**src/rtl/inst_loader.sv**
```systemverilog
// inst_loader: debug-port writer for the instruction cache.
// Packs a little-endian byte stream into words and writes them through cache port B.
// It then reads the same region back and compares a 32-bit additive checksum.
// busy doubles as the CPU hold request while a load or verify is running.
//
// Byte stream handshake: a byte transfers on a rising clk edge where s_valid && s_ready.
// s_ready is registered and is high only in RECV. The source must hold s_data stable
// with s_valid high until the byte transfers, and must not withdraw a byte it has offered.
module inst_loader #(
  parameter int CNT_W     = 13,
  parameter int MEM_WORDS = 4096
) (
  input  logic             clk,
  input  logic             rst,
  input  logic             start,
  input  logic [29:0]      base_addr,
  input  logic [CNT_W-1:0] word_count,
  input  logic             s_valid,
  input  logic [7:0]       s_data,
  output logic             s_ready,
  output logic             web,
  output logic [29:0]      addrb,
  output logic [31:0]      dinb,
  input  logic [31:0]      doutb,
  output logic             busy,
  output logic             done,
  output logic             error,
  output logic [2:0]       dbg_state
);

  localparam int AW = $clog2(MEM_WORDS);

  typedef enum logic [2:0] {
    S_IDLE   = 3'd0,
    S_RECV   = 3'd1,
    S_WRITE  = 3'd2,
    S_VERIFY = 3'd3,
    S_VFLUSH = 3'd4,
    S_DONE   = 3'd5
  } state_t;

  state_t           state;
  state_t           next_state;
  logic [29:0]      base_q;
  logic [CNT_W-1:0] count_q;
  logic [CNT_W-1:0] idx;        // write index in WRITE, next read index in VERIFY
  logic [CNT_W-1:0] idx_next;
  logic [1:0]       byte_idx;
  logic [23:0]      word_lo;    // bytes 0..2 of the word being assembled
  logic [31:0]      sum_w;
  logic [31:0]      sum_r;
  logic [31:0]      sum_r_final;
  logic             rd_pend;    // doutb holds data for an address issued last cycle
  logic             accept;
  logic [30:0]      end_addr;
  logic             range_bad;
  logic [29:0]      cur_addr;

  assign dbg_state   = state;
  assign accept      = s_valid & s_ready;
  assign idx_next    = idx + CNT_W'(1);
  assign cur_addr    = base_q + 30'(idx);
  assign sum_r_final = sum_r + doutb;
  // The high-bit test keeps base below MEM_WORDS, so the wide sum cannot overflow.
  assign end_addr    = 31'(base_addr) + 31'(word_count);
  assign range_bad   = (base_addr[29:AW] != '0) || (end_addr > 31'(MEM_WORDS));

  // State register.
  always_ff @(posedge clk or posedge rst) begin
    if (rst) state <= S_IDLE;
    else     state <= next_state;
  end

  // Next-state decode.
  always_comb begin
    next_state = state;
    case (state)
      S_IDLE: begin
        if (start) begin
          if (word_count == '0 || range_bad) next_state = S_DONE;
          else                               next_state = S_RECV;
        end
      end
      S_RECV:   if (accept && byte_idx == 2'd3) next_state = S_WRITE;
      S_WRITE:  next_state = (idx_next == count_q) ? S_VERIFY : S_RECV;
      S_VERIFY: if (idx == count_q) next_state = S_VFLUSH;
      S_VFLUSH: next_state = S_DONE;
      S_DONE:   next_state = S_IDLE;
      default:  next_state = S_IDLE;
    endcase
  end

  // Datapath and registered outputs.
  always_ff @(posedge clk or posedge rst) begin
    if (rst) begin
      base_q   <= '0;
      count_q  <= '0;
      idx      <= '0;
      byte_idx <= '0;
      word_lo  <= '0;
      sum_w    <= '0;
      sum_r    <= '0;
      rd_pend  <= 1'b0;
      s_ready  <= 1'b0;
      web      <= 1'b0;
      addrb    <= '0;
      dinb     <= '0;
      busy     <= 1'b0;
      done     <= 1'b0;
      error    <= 1'b0;
    end else begin
      web     <= 1'b0;
      s_ready <= (next_state == S_RECV);
      busy    <= (next_state inside {S_RECV, S_WRITE, S_VERIFY, S_VFLUSH});
      rd_pend <= (state == S_VERIFY);
      case (state)
        S_IDLE: begin
          if (start) begin
            base_q   <= base_addr;
            count_q  <= word_count;
            idx      <= '0;
            byte_idx <= '0;
            sum_w    <= '0;
            sum_r    <= '0;
            done     <= 1'b0;
            error    <= 1'b0;
            if (word_count == '0) begin
              done <= 1'b1;
            end else if (range_bad) begin
              done  <= 1'b1;
              error <= 1'b1;
            end
          end
        end
        S_RECV: begin
          if (accept) begin
            byte_idx <= byte_idx + 2'd1;
            if (byte_idx == 2'd3) begin
              web   <= 1'b1;
              addrb <= cur_addr;
              dinb  <= {s_data, word_lo};
            end else begin
              word_lo[{byte_idx, 3'b000} +: 8] <= s_data;
            end
          end
        end
        S_WRITE: begin
          sum_w <= sum_w + dinb;
          if (idx_next == count_q) begin
            // First read address goes out on the first VERIFY cycle.
            idx   <= CNT_W'(1);
            addrb <= base_q;
          end else begin
            idx <= idx_next;
          end
        end
        S_VERIFY: begin
          if (rd_pend) sum_r <= sum_r + doutb;
          if (idx != count_q) begin
            addrb <= cur_addr;
            idx   <= idx_next;
          end
        end
        S_VFLUSH: begin
          sum_r <= sum_r_final;
          done  <= 1'b1;
          error <= (sum_r_final != sum_w);
        end
        default: ;
      endcase
    end
  end

endmodule

```
**config.mk**
```make
export PLATFORM = sky130hd
export DESIGN_NAME = inst_loader
export DESIGN_NICKNAME = d
export VERILOG_FILES = /design/src/rtl/inst_loader.sv
export SDC_FILE = /design/constraint.sdc
export NUM_CORES = 1
export LEC_CHECK = 0
export CAP_MARGIN = 20
export CORE_ASPECT_RATIO = 1.1
export CORE_MARGIN = 2
export CORE_UTILIZATION = 55
export DETAILED_ROUTE_END_ITERATION = 8
export DONT_BUFFER_PORTS = 1
export PLACE_DENSITY = 0.8
export SKIP_LAST_GASP = 1
export SLEW_MARGIN = 20
export SYNTH_ARGS = -nofsm -noshare
export SYNTH_HDL_FRONTEND = slang
export SYNTH_SLANG_ARGS = --single-unit
```
**constraint.sdc**
```tcl
create_clock -name clk -period 7.5 [get_ports clk]
set_input_delay 0.75 -clock clk [delete_from_list [all_inputs] [get_ports clk]]
set_output_delay 0.75 -clock clk [all_outputs]
set_load 0.02 [all_outputs]
```
==> reports/results.tsv <==
stage	metric	value	unit
run_status	status	finished clean	
setup_path	CP Class	flop to flop	
synth	post-synthesis xor/xnor area fraction	8.84	%
drt	WL final	36.4	mm
global_routing	first-pass GRT wire length	59.1	mm
setup_path	Buf/Inv on CP	3	
clocking	H-Tree Depth	1	
power_and_ir_drop	PwrDens	398	nW/um^2
cells_and_area	share of post-route cells with drive strength above 1	7.18	%
synth	largest cells by area after synthesis	dfrtp_1 (38%), ha_1 (8.2%), nand2_1 (7.0%)	
synth	top_reg_cell synth	dfrtp_1	
drt	Routed wire per std cell	18.7	um
cells_and_area	Nets	1769	
clocking	CTS Buffer Depth	3	
placed_design	pre-CTS setup slack	3320	ps
cells_and_area	post-route insts no fill	1948	
timing	Final Slew Violations	0	
setup_path	crit path DAT	4390	ps
timing	setup ws final	3550	ps
synth	Yosys warnings	0	
power_and_ir_drop	Gate power share	40.1	%
placed_design	DP HPWL	27.3	mm
synth	synthesized net count	1804	
cells_and_area	area delta synth->final	8.09	%
timing	Final min period	3950	ps
clocking	clock sink total	217	
synth	most frequent cell after synthesis	nand2_1	
synth	Seq/Total Area, Yosys	38.0	%
timing	Worst Skew	12.1	ps
power_and_ir_drop	Sw Ratio	42.7	%
clocking	post_cts resized	0	
synth	Yosys reg bits	217	
global_routing	gr busiest metal	met2	
power_and_ir_drop	Clock power frac	21.8	%
synth	Post-Synth Simple-Gate Area	18.2	%
clocking	Hold Buf Count CTS	0	
power_and_ir_drop	Internal	0.00352	W
global_routing	met3 global-route usage	4.81	%
cells_and_area	Ant. Diodes	0	
drt	Pre-antenna DRT Iters	5	
synth	post-synthesis mux area share	3.12	%
synth	Gate Count Post-Synth	1619	
global_routing	vias in the first global route	11510	
synth	Synth async-reset ratio	100	%
floorplanning	chip width	158	um
min_path	hold crit path type	input pin to asynchronous set/reset pin	
global_routing	total grt overflow	0	
floorplanning	die area	27300	sq um
setup_path	CP Cell Sequence	nor3_1, and2_1, buf_4, a211oi_4, buf_4, nor2_2, inv_1, or2_2, mux2i_1	
timing	hold_ws	206	ps
timing	Worst-Margin Slew	1000	ps
timing	Final Hold Vio Count	0	
clocking	clock latency on the worst-skew pair	530	ps
placed_design	PortBufs	0	
cells_and_area	Final Core Density	60.8	%
setup_path	cell mode on critical path	buf_4	
synth	main combinational cell family by area after synthesis	compound AO/OA/AOI/OAI gates	
synth	list of most frequent post-synthesis cells	nand2_1 (268), dfrtp_1 (217), o21ai_0 (125)	
setup_path	max incr delay on CP	810	ps
floorplanning	Starting Density	56.2	%
setup_path	Worst setup SP type	flop	
clocking	Reg clk slew, reported paths	60	ps
drt	drc violations	0	
global_routing	largest net degree at the start of global routing	109	
synth	synthesized area per cell	8.83	sq um
synth	largest area contributor in the netlist	dfrtp_1	
synth	Yosys top cell area share	38.0	%
timing	Worst slew margin	33.2	%
placed_design	DP Cell Count	1903	
global_routing	GR met2 Demand/Resource	45.4	%
timing	final worst-path cycle share	52.7	%
synth	compound-cell area share of the yosys netlist	19.8	%
power_and_ir_drop	static leakage	7.29	nW
global_routing	GR Util All Layers	26.8	%
clocking	Inserted Clock Buffers	25	
floorplanning	Row Count	61	
power_and_ir_drop	Max rail drop VDD	0.299	mV
synth	EDFF count, synth	0	
setup_path	Crit. End Element	flop	
clocking	setup bufs post-CTS	0	
drt	antenna-violating nets left	0	
placed_design	Placer Congestion	0.921	
cells_and_area	number of fill cells	2131	
clocking	CTS tree	yes	
timing	# setup viols final	0	
drt	routed vias/inst	6.09	
setup_path	slowest CP cell	nor2_2	
global_routing	met1 usage	33.8	%
synth	Cell variety after synth	79	
global_routing	initial antenna violation count	0	
clocking	CTS root buffer	clkbuf_16	
setup_path	delay-heaviest family, CP	simple AND/OR/NAND/NOR gates	
synth	Synth Cell Area	14300	sq um
timing	sum of negative setup slack	0	ps
timing	Highest Clock Rate	253	MHz
power_and_ir_drop	switching power	0.00262	W
floorplanning	IO Count	157	
setup_path	Critical Path RT	7940	ps
floorplanning	Core ar.	25400	sq um
timing	unrepaired setup endpoints after global routing	false	
job	Max Cap Viol	0	
drt	Iteration-0 DRC Markers	765	
power_and_ir_drop	Seq pwr share	38.1	%
drt	Via Count	11867	
synth	Post-Synth Adder-Cell Area	8.79	%
floorplanning	chip height	173	um
setup_path	worst-path fanout max	47	
==> registers in the layout (all words and copies together) (netlist names), 2 cells and up <==
signal and flops:
addrb 30, dinb 32, sum_w 32, sum_r 32
base_q 30, byte_idx 2, idx 13, count_q 13
word_lo 24, dbg_state 3
==> placed cells by master (no fill, tap or decap), types with 18 or more instances in the layout <==
cell | synthesis | layout
a21o_1 | 50 | 50
xor2_1 | 64 | 64
a211oi_1 | 20 | 19
o21ai_0 | 125 | 124
mux2_2 | 32 | 32
dfrtp_1 | 217 | 217
nor3_1 | 23 | 23
a21oi_1 | 116 | 116
and3_1 | 19 | 19
nand2_1 | 268 | 267
nand3_1 | 53 | 53
ha_1 | 94 | 94
nor4_1 | 18 | 18
nor2_1 | 97 | 95
xnor2_1 | 70 | 70
clkbuf_16 | 0 | 25
inv_1 | 47 | 46
==> final cells by class <==
class | instances | area, sq um | area share (%)
well taps | 346 | 433 | 2.80
clock inverters | 17 | 254 | 1.64
flip-flops and latches | 217 | 5430 | 35.2
multi-input cells | 1284 | 8420 | 54.5
clock buffers | 28 | 657 | 4.25
inverters | 47 | 184 | 1.19
repair buffers | 9 | 67.6 | 0.437
==> cell families (layout without fill, tap and decap cells) <==
group | count (synthesis) | count (layout)
AO/OA/AOI/OAI | 443 | 443
XOR/XNOR | 138 | 138
adder cells (fa/ha/maj) | 98 | 98
buffers and inverters | 118 | 101
flip-flops | 217 | 217
multiplexers | 40 | 40
AND/OR/NAND/NOR | 565 | 565
==> worst reg2reg max path: stages, from the launching register on <==
cell and delay [ps]:
dfrtp_1 600, nor3_1 360, and2_1 170, buf_4 450, a211oi_4 50, buf_4 290, nor2_2 820, inv_1 560
or2_2 460, mux2i_1 120
==> power groups by stage <==
| stage | Clock [W] | Combinational, W | Sequential [W] |
|---|---|---|---|
| 2_1_floorplan | 0 | 0.00202 | 0.00214 |
| 3_3_place_gp | 0 | 0.00235 | 0.00234 |
| 3_5_place_dp | 0 | 0.00243 | 0.00236 |
| 4_1_cts | 0.00136 | 0.00245 | 0.00234 |
| 5_1_grt | 0.00141 | 0.00278 | 0.00241 |
| 6_report | 0.00134 | 0.00246 | 0.00234 |
==> through the flow <==
stage / cell area (sq um) / power, W
final: 15400 / 0.00614
after CTS: 15400 / 0.00615
after global routing: 15400 / 0.00659
after floorplan: 14300 / 0.00415
after detailed placement: 14500 / 0.00478
after global placement: 14500 / 0.00468
==> path summary, 6_finish.rpt <==
| check | from | endpoint | slack (ps) | cells past startpoint |
|---|---|---|---|---|
| max | dbg_state[0] | sum_r[31] | 3550 | 9 |
| min | rst | word_lo[1] | 210 | 1 |
| max reg2reg | dbg_state[0] | sum_r[31] | 3550 | 9 |
| min reg2reg | word_lo[21] | word_lo[21] | 480 | 2 |
| max in group asynchronous | rst | sum_r[31] | 6080 | 2 |
| min in group clk | base_addr[2] | base_q[2] | 330 | 2 |
==> metal layers <==
| metal | part of all wire, % | vias up |
|---|---|---|
| met5 | 0 | - |
| met1 | 41 | 5690 |
| met4 | 3.9 | 0 |
| met2 | 48 | 371 |
| li1 | - | 5712 |
| met3 | 6.7 | 94 |
No activity file was read; power rests on OpenSTA's default activity.
